File: src/rtl/serial_adder_n.sv
// Multi-cycle N-bit adder: one DIGIT_W-bit slice reused per cycle, carry FF links digits.
// Optional SERIAL_ADDER_SUB_EN adds a 'sub' port that loads ~b and inverts cin (a - b).
module serial_adder_n #(
  parameter int WIDTH   = 8,
  parameter int DIGIT_W = 1
) (
  input  logic             clk,
  input  logic             rst_n,
  input  logic             start,
  input  logic [WIDTH-1:0] a,
  input  logic [WIDTH-1:0] b,
  input  logic             cin,
`ifdef SERIAL_ADDER_SUB_EN
  input  logic             sub,
`endif
  output logic             ready,
  output logic             busy,
  output logic             done,
  output logic [WIDTH-1:0] sum,
  output logic             cout
);

  localparam int N     = WIDTH / DIGIT_W;
  localparam int CNT_W = $clog2(N + 1);

  typedef enum logic [1:0] {IDLE, RUN, DONE} state_t;

  state_t                   state, state_nxt;
  logic [WIDTH-1:0]         a_sh, b_sh, res_sh, sum_r;
  logic                     carry, cout_r;
  logic [CNT_W-1:0]         cnt;
  logic [DIGIT_W:0]         digit;
  logic [WIDTH+DIGIT_W-1:0] res_cat;
  logic [WIDTH-1:0]         res_nxt;
  logic [WIDTH-1:0]         b_load;
  logic                     c_load;
  logic                     accept, last;

  assign accept = (state == IDLE) && start;
  assign last   = (state == RUN) && (cnt == CNT_W'(N - 1));

`ifdef SERIAL_ADDER_SUB_EN
  assign b_load = sub ? ~b : b;
  assign c_load = cin ^ sub;
`else
  assign b_load = b;
  assign c_load = cin;
`endif

  // One digit slice; the new digit enters at the top so after N shifts the LSB digit sits lowest.
  assign digit   = {1'b0, a_sh[DIGIT_W-1:0]} + {1'b0, b_sh[DIGIT_W-1:0]}
                 + {{DIGIT_W{1'b0}}, carry};
  assign res_cat = {digit[DIGIT_W-1:0], res_sh};
  assign res_nxt = res_cat[WIDTH+DIGIT_W-1:DIGIT_W];

  always_ff @(posedge clk or negedge rst_n) begin
    if (!rst_n) state <= IDLE;
    else        state <= state_nxt;
  end

  always_comb begin
    state_nxt = state;
    case (state)
      IDLE:    if (start) state_nxt = RUN;
      RUN:     if (last)  state_nxt = DONE;
      DONE:    state_nxt = IDLE;
      default: state_nxt = IDLE;
    endcase
  end

  always_comb begin
    ready = 1'b0;
    busy  = 1'b0;
    done  = 1'b0;
    case (state)
      IDLE:    ready = 1'b1;
      RUN:     busy  = 1'b1;
      DONE: begin
        busy = 1'b1;
        done = 1'b1;
      end
      default: ready = 1'b0;
    endcase
  end

  always_ff @(posedge clk or negedge rst_n) begin
    if (!rst_n) begin
      a_sh   <= '0;
      b_sh   <= '0;
      res_sh <= '0;
      carry  <= 1'b0;
      cnt    <= '0;
      sum_r  <= '0;
      cout_r <= 1'b0;
    end else if (accept) begin
      a_sh   <= a;
      b_sh   <= b_load;
      res_sh <= '0;
      carry  <= c_load;
      cnt    <= '0;
    end else if (state == RUN) begin
      a_sh   <= a_sh >> DIGIT_W;
      b_sh   <= b_sh >> DIGIT_W;
      res_sh <= res_nxt;
      carry  <= digit[DIGIT_W];
      cnt    <= cnt + CNT_W'(1);
      // Result is published only once the final digit lands, so no partial sum is ever visible.
      if (last) begin
        sum_r  <= res_nxt;
        cout_r <= digit[DIGIT_W];
      end
    end
  end

  assign sum  = sum_r;
  assign cout = cout_r;

endmodule

File: config.mk
export PLATFORM = sky130hd
export DESIGN_NAME = serial_adder_n
export DESIGN_NICKNAME = d
export VERILOG_FILES = /design/src/rtl/serial_adder_n.sv
export SDC_FILE = /design/constraint.sdc
export NUM_CORES = 1
export LEC_CHECK = 0
export CAP_MARGIN = 20
export CORE_UTILIZATION = 35
export CTS_CLUSTER_SIZE = 20
export DETAILED_ROUTE_END_ITERATION = 8
export REMOVE_ABC_BUFFERS = 1
export SLEW_MARGIN = 20
export SYNTH_ARGS = -nofsm -noshare
export SYNTH_HDL_FRONTEND = slang
export SYNTH_SLANG_ARGS = --single-unit
File: constraint.sdc
create_clock -name clk -period 3.95 [get_ports clk]
set_clock_uncertainty 0.15 [all_clocks]
set_input_delay 0.79 -clock clk [delete_from_list [all_inputs] [get_ports clk]]
set_output_delay 0.79 -clock clk [all_outputs]
set_load 0.02 [all_outputs]
==> results of run 1 <==
==> Yosys cell counts (2+ instances only) <==
library cell   n  area, um2
mux2i_1       23        230
inv_1          2       7.51
mux2_4         9        135
nand2_1       18       67.6
nand2b_1       2       12.5
clkbuf_1       4       15.0
xor2_1         2       17.5
buf_6          2       22.5
o21ai_0       18       90.1
ha_1           5       62.6
buf_2          3       15.0
dfrtp_1       39        976
nor2_1        11       41.3
==> layout make-up <==
class | count | area share [%]
Sequential cell | 39 | 43.8
Multi-Input combinational cell | 98 | 33.5
Timing Repair Buffer | 32 | 14.0
Tap cell | 67 | 3.76
Clock buffer | 6 | 3.25
Clock inverter | 1 | 1.35
Inverter | 2 | 0.337
==> sequential cells by signal (all words and copies together), names as in the netlist <==
name    cells
a_sh        8
b_sh        8
carry       1
cnt         4
cout        1
res_sh      7
state       2
sum         8
==> logic make-up (layout without fill, tap and decap cells) <==
logic type               count (synthesis)  in the layout  synth area share (%)
XOR/XNOR                                 3              3                  1.47
AND/OR/NAND/NOR                         36             36                  8.91
adder cells (fa/ha/maj)                  6              6                  4.63
multiplexers                            33             33                  21.1
AO/OA/AOI/OAI                           20             20                  5.75
flip-flops                              39             39                  54.7
buffers and inverters                   11             41                  3.37
==> through the flow <==
stage	cell area (um2)	hold WS, ns	setup slack, ns	utilization [%]
5_1_grt	2230	0.374	1.30	46.3
3_3_place_gp	2130	0.347	1.16	44.2
6_report	2230	0.358	1.38	46.3
4_1_cts	2230	0.360	1.37	46.3
3_5_place_dp	2130	0.340	1.11	44.2
2_1_floorplan	1730	0.331	1.25	-
==> worst reg2reg max path, delay by kind of cell (launching register included) <==
kind / cells / cell delay, ns
adder cells (fa/ha/maj): 1 / 0.16
buffers and inverters: 2 / 0.51
flip-flops: 1 / 0.38
multiplexers: 1 / 0.38
AND/OR/NAND/NOR: 1 / 0.65
==> worst max path at each step <==
stage | to | slack (ns) | start
CTS | busy | 1.37 | state[0]
global route | ready | 1.30 | state[0]
detailed placement | cout | 1.11 | start
floorplan | cout | 1.25 | state[1]
global placement | sum[7] | 1.16 | start
finish | busy | 1.38 | state[0]
==> where the power goes <==
part	total [mW]	switching (mW)	internal, mW
Combinational	0.606	0.302	0.304
Sequential	0.640	0.0904	0.549
Clock	0.312	0.127	0.185
==> layer usage <==
| layer | GRT usage (%) | up-vias | share of wire (%) |
|---|---|---|---|
| met1 | 14.1 | 510 | 48 |
| met5 | 0 | - | 0 |
| li1 | - | 554 | - |
| met3 | 3.84 | 2 | 4.4 |
| met2 | 20.0 | 28 | 47 |
| met4 | 4.49 | 0 | 0.69 |
==> impl_metrics.tcl, run 1 <==
set metrics [dict create \
    end_kind "output port" \
    hold_viol_final 0 \
    rr_endpoint "sum[1]" \
    crit_type "flop to output port" \
    cts.root.buffer_cell "clkbuf_8" \
    placed_cells 238 \
    final-setup-viol-count 0 \
    grtUsageTotal_pct 11.9 \
    min_period_over_period_pct 65.0 \
    seq_area_frac_synth_pct 54.7 \
    cp_cell_sequence "inv_1, ha_1, clkdlybuf4s50_1" \
    clock_sinks 39 \
    cts_tree "yes" \
    drive_above_1_share_pct 10.7 \
    regArea_um2 976 \
    status "completed" \
    grt_start_max_net_pins 47 \
    cts_buffer_depth 2 \
    numCtsBuffers 5 \
    start_util_pct 37.0 \
    rr_startpoint "state[1]" \
    grt_pass1_wl_um 4810 \
    crit_family "buffers and inverters" \
    power.leakage_nw 1.05 \
    max_freq_mhz 390 \
    wl_per_cell_um 11.8 \
    fin_nets 204 \
    wirelength_um 2890 \
    coreArea_um2 4820 \
    ys_warn_count 0 \
    die_w_um 73.4 \
    arrival_ns 1.63 \
    drc 0 \
    drv_slew 0 \
    area_growth_pct 25.1 \
    clkTransAtPathRegs_ns 0.06 \
    avgSynthCellArea_um2 12.0 \
    pin_count 32 \
    insertion_delay_ns 0.28 \
    ir_worst_vdd_uv 242 \
    drt-initial-drc-count 74 \
    maxSlewHeadroom_pct 41.9 \
    whs_endpoint "sum[0]" \
    cp.depth 3 \
    vias 1094 \
    die_h_um 73.4 \
    antenna_cells 0 \
    ys_ff_latch 39 \
    worst_pin_slew_ns 0.871 \
    synthesis.area_um2 1780 \
    grt_pass1_vias 1088 \
    drtAntennaViolNets 0 \
    drv_cap 0 \
    ys_async_sr_fraction_pct 100 \
    path_buf_inv 2 \
    path_max_fanout 3 \
    firstDrtPassIters 4 \
    rows 25 \
    worstHoldPathType "flop to flop" \
    ys.flop_type "dfrtp_1" \
    port_buffers 31 \
    rr_worst_depth 5 \
    fin_cells 245 \
    postCtsSetupBuffers 0 \
    reg2reg_slack_ns 1.60 \
    antenna_found_initial 0 \
    synth_cell_types 23 \
    slowest_delay_ns 0.59 \
    final_cell_mix "dfrtp_1, clkdlybuf4s50_1, mux2i_1" \
    p_total_mw 1.56 \
    p_per_area_nw_per_um2 698 \
    critical_path.slowest_cell "clkdlybuf4s50_1" \
    min_period_ns 2.57 \
    cts-resized-gates 0 \
    place_congestion 0.735 \
    dp_hpwl_um 1900 \
    hold_depth 1 \
    grt_overflow 0 \
    synth_edf_count 0 \
    multi_input_area_um2 747 \
    hold_buffers 0 \
    vias_per_cell 4.47 \
    critPathRequiredTime_ns 3.01 \
    final_common_cell "dfrtp_1" \
    die-area_um2 5380 \
    cts.htree.levels 2 \
    rsz0062_at_grt "no" \
    fillers 477 \
    hold_start "res_sh[1]" \
    postSynthCellCount 148 \
    critPathLaunchType "flop" \
    setup_tns_ns 0 \
]
(Power assumes the default switching activity.)
==> run 2: changes to the inputs <==
- clock period: 3.95 -> 2.58 ns (I/O delays scaled with it)
==> impl_metrics.tcl, run 2 (same netlist as run 1, synthesis figures left out) <==
set metrics [dict create \
    fin_util_pct 46.0 \
    p_total_mw 2.31 \
    drv_cap 0 \
    postCtsSetupBuffers 0 \
    critPathRequiredTime_ns 1.91 \
    preCtsSetupSlack_ns 0.206 \
    hold_buffers 0 \
    whs_ns 0.176 \
    drv_slew 0 \
    numCtsBuffers 5 \
    min_period_ns 2.28 \
    switching_share_pct 34.9 \
    grt_start_max_net_pins 46 \
    grtUsageTotal_pct 14.0 \
    grt_pass1_wl_um 5730 \
    grt_pass1_vias 1232 \
    reg2reg_slack_ns 0.47 \
    power_frac_seq_pct 42.8 \
    dp_hpwl_um 2070 \
    fin_cells 247 \
    end_kind "output port" \
    drtAntennaViolNets 0 \
    path_max_fanout 4 \
    final_cell_mix "dfrtp_1, clkdlybuf4s50_1, mux2i_1" \
    die_w_um 73.4 \
    critPathLaunchType "flop" \
    drc 0 \
    cts_tree "yes" \
    placed_cells 239 \
    wl_per_cell_um 12.2 \
    drt-initial-drc-count 61 \
    cts-resized-gates 0 \
    drive_above_1_share_pct 11.1 \
    p_int_mw 1.50 \
    clkTransAtPathRegs_ns 0.07 \
    antenna_cells 0 \
    maxSlewHeadroom_pct 44.3 \
    area_growth_pct 24.3 \
    p_per_area_nw_per_um2 1040 \
    min_period_over_period_pct 88.3 \
    power_frac_clock_pct 16.5 \
    power.leakage_nw 1.05 \
    vias 1117 \
    max_freq_mhz 439 \
    port_buffers 31 \
    worstHoldPathType "primary input to asynchronous set/reset pin" \
    firstDrtPassIters 4 \
    setup_slack_ns 0.303 \
    rows 25 \
    final-setup-viol-count 0 \
    comb_power_share_pct 40.7 \
    rsz0062_at_grt "no" \
    start_util_pct 37.0 \
    die-area_um2 5380 \
    ir_worst_vdd_uv 401 \
    clock_sinks 39 \
    cts.htree.levels 2 \
    die_h_um 73.4 \
    vias_per_cell 4.52 \
    fin_nets 205 \
    arrival_ns 1.61 \
    antenna_found_initial 0 \
    cts.root.buffer_cell "clkbuf_8" \
    wirelength_um 3020 \
    p_sw_mw 0.805 \
    worst_pin_slew_ns 0.836 \
    place_congestion 0.699 \
    status "completed" \
    crit_type "flop to output port" \
    final_common_cell "dfrtp_1" \
    insertion_delay_ns 0.29 \
    hold_viol_final 0 \
    pin_count 32 \
    grt_overflow 0 \
    cts_buffer_depth 2 \
    coreArea_um2 4820 \
]
[run 2: cell count changes in the layout (fill, tap and decap cells not counted)]
cell	delta
clkinv_2	+1
bufinv_16	-1
clkbuf_1	+1
buf_4	+1
[run 2: power groups by stage]
stage                     Sequential (mW)  Clock [mW]  Combinational (mW)
after detailed placement             1.00           0               0.955
final                               0.988       0.381               0.939
after global placement              0.988           0               0.914
after CTS                           0.991       0.404               0.956
after floorplan                     0.999           0               0.656
after global routing                 1.02       0.432                1.07
[run 2: metal layers]
| layer | up-vias | track usage [%] | share of wire (%) |
|---|---|---|---|
| met5 | - | 0 | 0 |
| met4 | 0 | 4.49 | 0.66 |
| met3 | 2 | 5.76 | 5.2 |
| met2 | 30 | 21.1 | 47 |
| met1 | 527 | 18.4 | 48 |
| li1 | 558 | - | - |
[run 2: per-stage QoR]
stage                     area [um2]  TNS [ns]
after floorplan                 1730     -1.10
after global placement          2130         0
after detailed placement        2130         0
after CTS                       2220         0
after global routing            2220         0
final                           2220         0
[run 2: path summary, 6_finish.rpt]
check | to | cells past startpoint | startpoint
min | state[0] | 1 | rst_n
max | ready | 3 | state[1]
max in group asynchronous | sum[6] | 1 | rst_n
max reg2reg | sum[6] | 5 | state[0]
min reg2reg | sum[4] | 1 | sum[4]
min in group clk | sum[4] | 1 | sum[4]
[run 2: cell type report]
| cell class | instances | area [um2] |
|---|---|---|
| repair buffers | 33 | 320 |
| flip-flops and latches | 39 | 976 |
| clock inverters | 1 | 5.00 |
| multi-input cells | 98 | 747 |
| clock buffers | 7 | 76.3 |
| fillers | 453 | 2600 |
| well taps | 67 | 83.8 |
| inverters | 2 | 7.51 |
[run 2: critical path: stages, from the launching register on]
cell             delay, ns
dfrtp_1               0.39
inv_1                 0.13
ha_1                  0.20
clkdlybuf4s50_1       0.61
